### src/rtl/load_use_stall_ctrl_pkg.sv
// Shared types for the load/AMO-use hazard controller: the 2-bit hazard
// sequencer state and its encoding width.
package load_use_stall_ctrl_pkg;

  localparam int HZ_STATE_WIDTH = 2;

  typedef enum logic [HZ_STATE_WIDTH-1:0] {
    HZ_IDLE       = 2'd0,
    HZ_LOAD_WAIT  = 2'd1,
    HZ_AMO_READ   = 2'd2,
    HZ_AMO_WRITE  = 2'd3
  } hazard_state_e;

endpackage

### src/rtl/load_use_stall_ctrl_sat_counter.sv
// sat_counter: unsigned up-counter that sticks at all-ones, async clear.
// Used for the optional stall performance counters.
module sat_counter #(
  parameter int WIDTH = 32
) (
  input  logic             i_clk,
  input  logic             i_rst,
  input  logic             i_inc,
  output logic [WIDTH-1:0] o_count
);

  logic [WIDTH-1:0] r_count;

  // NOTE: sequential state uses non-blocking assignments so every flop
  // samples pre-edge values regardless of process evaluation order.
  always_ff @(posedge i_clk or posedge i_rst) begin
    if (i_rst) begin
      r_count <= '0;
    end else if (i_inc && (r_count != '1)) begin
      r_count <= r_count + WIDTH'(1);
    end
  end

  assign o_count = r_count;

endmodule

### src/rtl/load_use_stall_ctrl.sv
// Load-use / AMO-use hazard sequencer feeding the forwarding unit.
// Optional stall counters enabled by defining LOAD_USE_STALL_PERF_CNT_EN.
module load_use_stall_ctrl
  import load_use_stall_ctrl_pkg::*;
#(
  parameter int REG_ADDR_WIDTH = 5,
  parameter int PERF_CNT_WIDTH = 32
) (
  input  logic                      i_clk,
  input  logic                      i_rst,
  input  logic                      i_flush,
  input  logic                      i_ex_valid,
  input  logic                      i_ex_is_load,
  input  logic                      i_ex_is_amo,
  input  logic [REG_ADDR_WIDTH-1:0] i_ex_dest_reg,
  input  logic [REG_ADDR_WIDTH-1:0] i_id_source_reg_1,
  input  logic [REG_ADDR_WIDTH-1:0] i_id_source_reg_2,
  input  logic                      i_id_uses_rs1,
  input  logic                      i_id_uses_rs2,
  input  logic                      i_cache_hit_on_load,
  input  logic                      i_mem_read_valid,
  output logic                      o_stall,
  output logic                      o_stall_for_load_use_hazard,
  output logic                      o_amo_read_phase,
  output logic                      o_amo_write_enable,
  output logic [PERF_CNT_WIDTH-1:0] o_load_use_stall_count,
  output logic [PERF_CNT_WIDTH-1:0] o_amo_stall_count
);

  hazard_state_e r_state;
  hazard_state_e w_next_state;
  logic          w_hazard;

  // x0 is hardwired zero, so a load targeting it can never feed a consumer.
  assign w_hazard = i_ex_valid && (i_ex_dest_reg != '0) &&
                    ((i_id_uses_rs1 && (i_ex_dest_reg == i_id_source_reg_1)) ||
                     (i_id_uses_rs2 && (i_ex_dest_reg == i_id_source_reg_2)));

  always_ff @(posedge i_clk or posedge i_rst) begin
    if (i_rst) begin
      r_state <= HZ_IDLE;
    end else begin
      r_state <= w_next_state;
    end
  end

  // NOTE: every always_comb output gets a default first so no path leaves
  // it unassigned, which would otherwise infer a latch.
  always_comb begin
    w_next_state = r_state;
    case (r_state)
      HZ_IDLE: begin
        if (!i_flush) begin
          if (i_ex_valid && i_ex_is_amo) begin
            w_next_state = HZ_AMO_READ;
          end else if (i_ex_is_load && w_hazard && !i_cache_hit_on_load) begin
            w_next_state = HZ_LOAD_WAIT;
          end
        end
      end
      HZ_LOAD_WAIT: begin
        if (i_flush || i_mem_read_valid) w_next_state = HZ_IDLE;
      end
      HZ_AMO_READ: begin
        if (i_flush)               w_next_state = HZ_IDLE;
        else if (i_mem_read_valid) w_next_state = HZ_AMO_WRITE;
      end
      HZ_AMO_WRITE: w_next_state = HZ_IDLE;
      default:      w_next_state = HZ_IDLE;
    endcase
  end

  // The write strobe ignores flush: by AMO_WRITE the memory side effect is committed.
  always_comb begin
    o_stall                     = 1'b0;
    o_stall_for_load_use_hazard = 1'b0;
    o_amo_read_phase            = 1'b0;
    o_amo_write_enable          = 1'b0;
    case (r_state)
      HZ_LOAD_WAIT: begin
        o_stall                     = 1'b1;
        o_stall_for_load_use_hazard = i_mem_read_valid && !i_flush;
      end
      HZ_AMO_READ: begin
        o_stall                     = 1'b1;
        o_amo_read_phase            = 1'b1;
        o_stall_for_load_use_hazard = i_mem_read_valid && !i_flush;
      end
      HZ_AMO_WRITE: begin
        o_stall            = 1'b1;
        o_amo_write_enable = 1'b1;
      end
      default: ;
    endcase
  end

`ifdef LOAD_USE_STALL_PERF_CNT_EN
  logic w_inc_load_use;
  logic w_inc_amo;

  assign w_inc_load_use = (r_state == HZ_LOAD_WAIT);
  assign w_inc_amo      = (r_state == HZ_AMO_READ) || (r_state == HZ_AMO_WRITE);

  sat_counter #(.WIDTH(PERF_CNT_WIDTH)) u_load_use_cnt (
    .i_clk   (i_clk),
    .i_rst   (i_rst),
    .i_inc   (w_inc_load_use),
    .o_count (o_load_use_stall_count)
  );

  sat_counter #(.WIDTH(PERF_CNT_WIDTH)) u_amo_cnt (
    .i_clk   (i_clk),
    .i_rst   (i_rst),
    .i_inc   (w_inc_amo),
    .o_count (o_amo_stall_count)
  );
`else
  assign o_load_use_stall_count = '0;
  assign o_amo_stall_count      = '0;
`endif

endmodule

### config.mk
export PLATFORM = sky130hd
export DESIGN_NAME = load_use_stall_ctrl
export DESIGN_NICKNAME = d
export VERILOG_FILES = /design/src/rtl/load_use_stall_ctrl_pkg.sv /design/src/rtl/load_use_stall_ctrl_sat_counter.sv /design/src/rtl/load_use_stall_ctrl.sv
export SDC_FILE = /design/constraint.sdc
export NUM_CORES = 1
export LEC_CHECK = 0
export CAP_MARGIN = 30
export CORE_MARGIN = 2
export CORE_UTILIZATION = 29
export CTS_BUF_LIST = sky130_fd_sc_hd__clkbuf_8 sky130_fd_sc_hd__clkbuf_16
export DETAILED_ROUTE_END_ITERATION = 12
export PLACE_DENSITY = 0.81
export SLEW_MARGIN = 20
export SYNTH_ARGS = -nofsm -noshare
export SYNTH_HDL_FRONTEND = slang
export SYNTH_SLANG_ARGS = --single-unit
### constraint.sdc
create_clock -name i_clk -period 2.2 [get_ports i_clk]
set_clock_uncertainty 0.15 [all_clocks]
set_input_delay 0.44 -clock i_clk [delete_from_list [all_inputs] [get_ports i_clk]]
set_output_delay 0.44 -clock i_clk [all_outputs]
set_load 0.01 [all_outputs]
==> reports/qor.csv <==
metric;value;unit
finalSetupViolCount;0;
routed_wl;1.46;mm
pwr-share-seq;0.099;
ys_seq_area_frac;0.0560;
clk_latency;0.21;ns
fin_ws;0.124;ns
p_clk_frac;0.220;
r2r-start;r_state[1]$_DFFE_PP0P_;
place_area;0.00103;mm^2
fin_nets;185;
yosys.area.top_type_share;0.538;
critPathRequiredTime;1.61;ns
io_buffers;28;
yosysWarnings;0;
grt_pass1_vias;513;
syn-mean-instance-area;7.77;um^2
worst-path-max-fanout;6;
utilization;0.358;
clkTransAtPathRegs;0.03;ns
initial_core_util;0.298;
pre_cts_ws;-0.0276;ns
coreArea;0.00300;mm^2
top_register;r_state;
crit_type;register to output port;
dieWidth;59.5;um
place_congestion;0.778;
start_kind;register;
top_layer_used;met4;
first_iter_violations;6;
cts_sinks;2;
timing.critical_path.buf_inv;3;
worstSetupEndpointType;output port;
drc;0;
grt_max_degree;7;
ant_nets;0;
final-hold-violation-count;0;
min_period;2.08;ns
row_count;20;
dp_cells;183;
grt_usage;0.0781;
postCtsSetupRepairBufs;0;
fp.dieH;59.5;um
area_growth;20.3;%
post_drt_wl_per_cell;7.84;um
netlist.top_cell.by_area;buf_4;
drtPass1Iterations;4;
cpMostUsedCell;inv_1;
grt_pass1_wl;2.10;mm
post-route-period-util;0.944;
wl_met3;204;um
ys.flop_type;dfrtp_1;
die_area;0.00354;mm^2
reg_top3;r_state: 2 flops;
fin_cells;186;
p_leak;0.000554;uW
netSwitchingFraction;0.419;
vias_per_cell;3.57;
cts_buffer_depth;2;
async_flop_share;1.00;
overflow;0;
crit_start;r_state[0]$_DFFE_PP0P_;
h-tree-depth;1;
grt_antenna_before_repair;0;
cap_violations;0;
synth.area.top_cells;buf_4, xnor2_1, ha_1, dfrtp_1, nand2_1;
max_freq;482;MHz
netlist_instances;115;
numCtsBuffers;3;
worstHoldPathType;input pin to asynchronous set/reset pin;
status;complete, no violations;
cts-root-buf;clkbuf_8;
num_antenna_cells;0;
powerDensity;611;mW/mm^2
slowest_stage;clkdlybuf4s50_1;
p_comb_frac;0.681;
final_layout_size_suffix_gt1_frac;0.0850;
internal_power;381;uW
cp.arrival;1.49;ns
critical_path.top_delay_family;buffers and inverters;
synth.distinct_cells;21;
rsz0062_at_grt;no;
crit_chain;inv_1, ha_1, inv_1, clkdlybuf4s50_1;
wl_met2;696;um
slew_viol_final;0;
hpwl;1.35;mm
final_cell_area;0.00107;mm^2
num_io_pins;93;
wl_met1;541;um
yosys_register_bits;2;
max-vdd-ir-drop;0.324;mV
cts_tree;done;
num_vias;664;
setup_tns;0;ns
cpPeakStageDelay;0.52;ns
syn-cell-area;893;um^2
p_sw;275;uW
synth-edff-count;0;
largest_reg_flops;2;
stage by stage:
stage	hold WS [ns]	total power, uW
detailed placement	0.477	515
global route	0.255	724
CTS	0.254	667
global placement	0.477	511
finish	0.245	656
floorplan	0.0312	420
cells by family (layout without fill, tap and decap cells):
logic type	count (synthesis)	after routing	synth area share
DFF	2	2	0.0560
AOI/OAI and AO/OA	9	9	0.0966
xor gates and xnor gates	10	10	0.0980
buffers and inverters	69	44	0.559
other	1	64	0.00420
muxes	2	2	0.0224
adders and majority gates	5	5	0.0700
and+or+nand+nor	17	17	0.0938
power groups by stage:
stage,logic [uW],clock network (uW),registers [uW]
after floorplan,348,0,71.5
after global placement,445,0,65.9
after detailed placement,450,0,65.2
after CTS,452,150,64.9
after global routing,503,153,68.4
final,447,144,64.6
synth_stat cells (2+ instances only):
cell type  number
inv_1           5
a211oi_1        2
ha_1            5
mux2i_1         2
nand2_1         7
dfrtp_1         2
nand4_1         2
nor3_1          2
buf_4          64
and3_1          2
a221oi_1        2
nor2_1          2
xnor2_1        10
final timing paths:
check / to / slack, ns / depth (start not counted)
max in group asynchronous: r_state[0]$_DFFE_PP0P_ / 1.55 / 2
worst min register to register: r_state[1]$_DFFE_PP0P_ / 0.48 / 3
worst max-delay path: o_stall / 0.12 / 4
worst max register to register: r_state[1]$_DFFE_PP0P_ / 0.47 / 7
min in group i_clk: r_state[1]$_DFFE_PP0P_ / 0.48 / 3
worst min-delay path: r_state[1]$_DFFE_PP0P_ / 0.24 / 2
repair_timing:
item                       CTS  global route
hold buffers                 0             0
setup endpoints to repair    0             1
resized for setup            0             1
layer usage:
layer | vias to the layer above | global-route usage
met5 | - | 0
met4 | 0 | 0.0381
met3 | 2 | 0.0131
met2 | 57 | 0.132
met1 | 282 | 0.0951
li1 | 323 | -
cell type report:
class | count | area, um^2
clock buffers | 3 | 41.3
fillers | 335 | 1930
inverters | 5 | 18.8
multi-input cells | 107 | 581
flip-flops and latches | 2 | 50.0
well taps | 33 | 41.3
repair buffers | 36 | 343
cells in the final DEF, fill, tap and decap left out:
cell type        count
buf_4                8
nand4_1              2
nand2_1              7
o31ai_4              1
nor3_1               2
nor3b_1              1
conb_1              64
a221oi_1             2
inv_1                5
mux2i_1              2
o22ai_1              1
clkbuf_8             3
dfrtp_1              2
or4_1                1
clkdlybuf4s50_1     27
dlymetal6s2s_1       1
o2111ai_2            1
a211oi_1             2
ha_1                 5
xnor2_1             10
a31oi_1              1
and3_1               2
a21oi_1              1
nor2_1               2
Power figures use the tool's default switching activity.
